$ cat src/rtl/vga_timing.sv
// 800x600 @ 60 Hz raster timing: pixel/line counters plus sync and blanking flags,
// all registered so every output describes the same pixel in the same cycle.
module vga_timing #(
  parameter int unsigned HCOUNT_MAX  = 1056,
  parameter int unsigned VCOUNT_MAX  = 628,
  parameter int unsigned HBLNK_START = 800,
  parameter int unsigned HBLNK_STOP  = 1055,
  parameter int unsigned HSYNC_START = 840,
  parameter int unsigned HSYNC_STOP  = 967,
  parameter int unsigned VBLNK_START = 600,
  parameter int unsigned VBLNK_STOP  = 627,
  parameter int unsigned VSYNC_START = 601,
  parameter int unsigned VSYNC_STOP  = 604
) (
  input  logic        clk,
  input  logic        rst,
  output logic [10:0] hcount,
  output logic [10:0] vcount,
  output logic        hsync,
  output logic        hblnk,
  output logic        vsync,
  output logic        vblnk,
  output logic [11:0] rgb
);

  localparam logic [10:0] HLast      = 11'(HCOUNT_MAX - 1);
  localparam logic [10:0] VLast      = 11'(VCOUNT_MAX - 1);
  localparam logic [10:0] HBlnkStart = 11'(HBLNK_START);
  localparam logic [10:0] HBlnkStop  = 11'(HBLNK_STOP);
  localparam logic [10:0] HSyncStart = 11'(HSYNC_START);
  localparam logic [10:0] HSyncStop  = 11'(HSYNC_STOP);
  localparam logic [10:0] VBlnkStart = 11'(VBLNK_START);
  localparam logic [10:0] VBlnkStop  = 11'(VBLNK_STOP);
  localparam logic [10:0] VSyncStart = 11'(VSYNC_START);
  localparam logic [10:0] VSyncStop  = 11'(VSYNC_STOP);

  logic [10:0] hcount_d, hcount_q;
  logic [10:0] vcount_d, vcount_q;
  logic        hsync_d, hsync_q;
  logic        hblnk_d, hblnk_q;
  logic        vsync_d, vsync_q;
  logic        vblnk_d, vblnk_q;

  always_comb begin
    hcount_d = hcount_q + 11'd1;
    vcount_d = vcount_q;
    if (hcount_q == HLast) begin
      hcount_d = '0;
      vcount_d = (vcount_q == VLast) ? 11'd0 : vcount_q + 11'd1;
    end
  end

  // Flags decode the next counts so the registered flags line up with the registered counts.
  always_comb begin
    hsync_d = (hcount_d >= HSyncStart) && (hcount_d <= HSyncStop);
    hblnk_d = (hcount_d >= HBlnkStart) && (hcount_d <= HBlnkStop);
    vsync_d = (vcount_d >= VSyncStart) && (vcount_d <= VSyncStop);
    vblnk_d = (vcount_d >= VBlnkStart) && (vcount_d <= VBlnkStop);
  end

  always_ff @(posedge clk or negedge rst) begin
    if (!rst) begin
      hcount_q <= '0;
      vcount_q <= '0;
      hsync_q  <= 1'b0;
      hblnk_q  <= 1'b0;
      vsync_q  <= 1'b0;
      vblnk_q  <= 1'b0;
    end else begin
      hcount_q <= hcount_d;
      vcount_q <= vcount_d;
      hsync_q  <= hsync_d;
      hblnk_q  <= hblnk_d;
      vsync_q  <= vsync_d;
      vblnk_q  <= vblnk_d;
    end
  end

  assign hcount = hcount_q;
  assign vcount = vcount_q;
  assign hsync  = hsync_q;
  assign hblnk  = hblnk_q;
  assign vsync  = vsync_q;
  assign vblnk  = vblnk_q;
  assign rgb    = 12'h000;

endmodule

$ cat config.mk
export PLATFORM = sky130hd
export DESIGN_NAME = vga_timing
export DESIGN_NICKNAME = d
export VERILOG_FILES = /design/src/rtl/vga_timing.sv
export SDC_FILE = /design/constraint.sdc
export NUM_CORES = 1
export LEC_CHECK = 0
export CAP_MARGIN = 20
export CORE_ASPECT_RATIO = 1.5
export CORE_UTILIZATION = 45
export CTS_CLUSTER_SIZE = 28
export DETAILED_ROUTE_END_ITERATION = 10
export PLACE_DENSITY = 0.74
export SYNTH_ARGS = -nofsm -noshare
export SYNTH_HDL_FRONTEND = slang
export SYNTH_SLANG_ARGS = --single-unit
$ cat constraint.sdc
create_clock -name clk -period 4.8 [get_ports clk]
set_input_delay 0.48 -clock clk [delete_from_list [all_inputs] [get_ports clk]]
set_output_delay 0.48 -clock clk [all_outputs]
set_load 0.05 [all_outputs]
==> metrics.cfg <==
[clock_network]
cts.repair.resized = 0
cts_buffers = 3
clkTransAtPathRegs_ns = 0.09
tritoncts = built
worstSkewPairLatency_ns = 0.27
cts_setup_buffers = 0
holdBufCountCts = 0
htree_levels = 1
clock_sinks = 26
clockRootBuffer = clkbuf_8
cts_buffer_depth = 2

[grt]
grt_max_degree = 27
grt_pass1_wl_um = 5550
antenna_found_initial = 0
grt_pass1_vias = 1263
grt_overflow = 0
globalRouteTotalUtil = 0.196

[setup_path]
worst-setup-path-type = reg2reg
path_max_fanout = 16
cp-start-kind = flip-flop
r2r_slack_ns = 1.91
startpoint = hcount[0]
slowest_delay_ns = 0.71
crit_family = simple AND/OR/NAND/NOR gates
cp-end-kind = flip-flop
worst_ep_required_time_ns = 4.99
path_buf_inv = 0
reg2reg_from = hcount[0]
path_cells = ha_1, nand4_1, or3_1, o21ai_0, o41ai_1, nor4_1, o21ai_1, a211oi_2
worstPathArrival_ns = 3.08
critPathSlowestCell = or3_1

[power]
clockPowerShare = 0.366
internal_power_uw = 293
power.share.combinational = 0.067
peakVddDrop_mv = 0.159
seq_power_share = 0.567
fin_total_pwr_uw = 386
swShare = 0.240
power.density_nw_per_um2 = 204
power.switching_uw = 92.5
leakage_nw = 0.898

[yosys]
synth.yosys.seq_area_share = 0.411
netlist_area_sq_um = 1580
syn_avg_cell_area_sq_um = 9.59
synthDistinctLibCells = 54
ys.flop_type = dfrtp_1
yosysWarnings = 0
synth_edf_count = 0
ys_seq_elements = 26
async_flop_share = 1.00
synth_cells = 165

[sta]
totalNegativeSetupSlack_ns = 0
timing.fmax_mhz = 346
hold_violations = 0
maxSlewViolCount = 0
rsz0062_at_grt = false
post-route-period-util = 0.602
clock-skew-final_ns = 0.00405
fin_crit_ns = 2.89
max_slew_margin = 0.601
max_slew.worst_pin.slew_ns = 0.598
setup_viol = 0

[hold_path]
min_from = vcount[10]
hp-class = reg2reg

[detailed_routing]
vias = 1298
postRouteAntennaNets = 0
firstDrtPassIters = 4
route.detailed.drc = 0
wl_um = 3490
wl_per_cell_um = 14.9
via_per_inst = 5.55
drt-initial-drc-count = 33

[finish]
antennaDiodeCount = 0
drive_gt1_frac = 0.0990
layout.nets = 198
area.growth.synth_to_final_pct = 19.4

[floorplanning]
ios = 40
start_util = 0.468
fp.coreArea_sq_um = 3380
rows = 26
dieArea_sq_um = 3760
die_h_um = 74.6
die_w_um = 50.4

[outcome]
outcome = completed

[run]
drv_cap = 0

[placed_design]
io_buffer_count = 27
gp_congestion = 0.966
hpwl_um = 2640

## state kept, by name, indices dropped and copies added (netlist names)
name / cells
vcount: 11
vsync: 1
vblnk: 1
hcount: 11
hsync: 1
hblnk: 1
## final timing paths
check                              to  depth (start not counted)
max                             vsync                          8
min                        vcount[10]                          1
max reg2reg                     vsync                          8
min reg2reg                vcount[10]                          1
max in group asynchronous   hcount[3]                          2
min in group asynchronous   vcount[5]                          2
## synth_stat cells, types with 2 or more instances
cell,count,share of area
o21ai_0,5,0.016
nand2b_1,2,0.0079
xnor2_1,8,0.044
a21oi_1,2,0.0063
nor3_1,3,0.0095
nand3_1,10,0.032
o22ai_1,2,0.0079
or4_4,2,0.014
buf_4,12,0.057
and3_1,4,0.016
buf_6,2,0.014
nand4_1,3,0.012
or3_1,3,0.012
nand2_1,9,0.021
and2_1,2,0.0079
inv_1,11,0.026
or2_2,2,0.0079
a31oi_1,2,0.0079
nor2_1,12,0.028
dfrtp_1,26,0.41
nor4_1,2,0.0079
ha_1,3,0.024
xor2_1,7,0.039
## cells by family after synthesis
| logic type | share of synthesized area |
|---|---|
| buffers and inverters | 0.102 |
| AND/OR/NAND/NOR | 0.236 |
| multiplexers | 0.00711 |
| other | 0.00237 |
| AO/OA/AOI/OAI | 0.135 |
| XOR/XNOR | 0.0830 |
| adder cells (fa/ha/maj) | 0.0237 |
| flip-flops | 0.411 |
## worst register-to-register path, cell delays in order, from the launching register on
cell,delay [ns]
dfrtp_1,0.44
ha_1,0.25
nand4_1,0.27
or3_1,0.71
o21ai_0,0.33
o41ai_1,0.17
nor4_1,0.30
o21ai_1,0.12
a211oi_2,0.22
## cell type report
type / count / area [sq um]
fill: 311 / 1490
multi-input combinational: 123 / 812
sequential: 26 / 651
timing repair buffer: 28 / 278
clock buffer: 4 / 55.1
tap: 42 / 52.6
inverter: 11 / 41.3
## power groups by stage
stage          clock, mW  combinational [mW]  sequential, mW
2_1_floorplan          0              0.0280           0.223
3_3_place_gp           0              0.0261           0.223
3_5_place_dp           0              0.0261           0.223
4_1_cts            0.144              0.0261           0.219
5_1_grt            0.153              0.0280           0.219
6_report           0.141              0.0259           0.219
## layout by cell type, fill, tap and decap left out, types with 4 or more instances in the layout
cell type / count
and3_1: 4
clkbuf_8: 4
clkdlybuf4s50_1: 27
conb_1: 12
dfrtp_1: 26
inv_1: 11
nand2_1: 9
nand3_1: 10
nor2_1: 12
o21ai_0: 5
xnor2_1: 8
xor2_1: 7
## stage by stage
stage | hold WS, ns | util | setup slack (ns) | instances | instance area (sq um)
detailed placement | 0.543 | 0.542 | 1.95 | 230 | 1830
global route | 0.584 | 0.558 | 1.76 | 234 | 1890
finish | 0.559 | 0.558 | 1.91 | 234 | 1890
floorplan | 0.184 | - | 1.97 | 176 | 1620
global placement | 0.525 | 0.542 | 2.02 | 230 | 1830
CTS | 0.557 | 0.558 | 1.94 | 234 | 1890
## layer usage
metal | track usage | wire length [um] | vias up | share of wire
met5 | 0 | 0 | - | 0
met4 | 0.0741 | 43 | 0 | 0.012
met3 | 0.0323 | 84 | 6 | 0.024
met2 | 0.367 | 1870 | 40 | 0.54
met1 | 0.222 | 1490 | 638 | 0.43
li1 | - | - | 614 | -
Power figures use the tool's default switching activity.
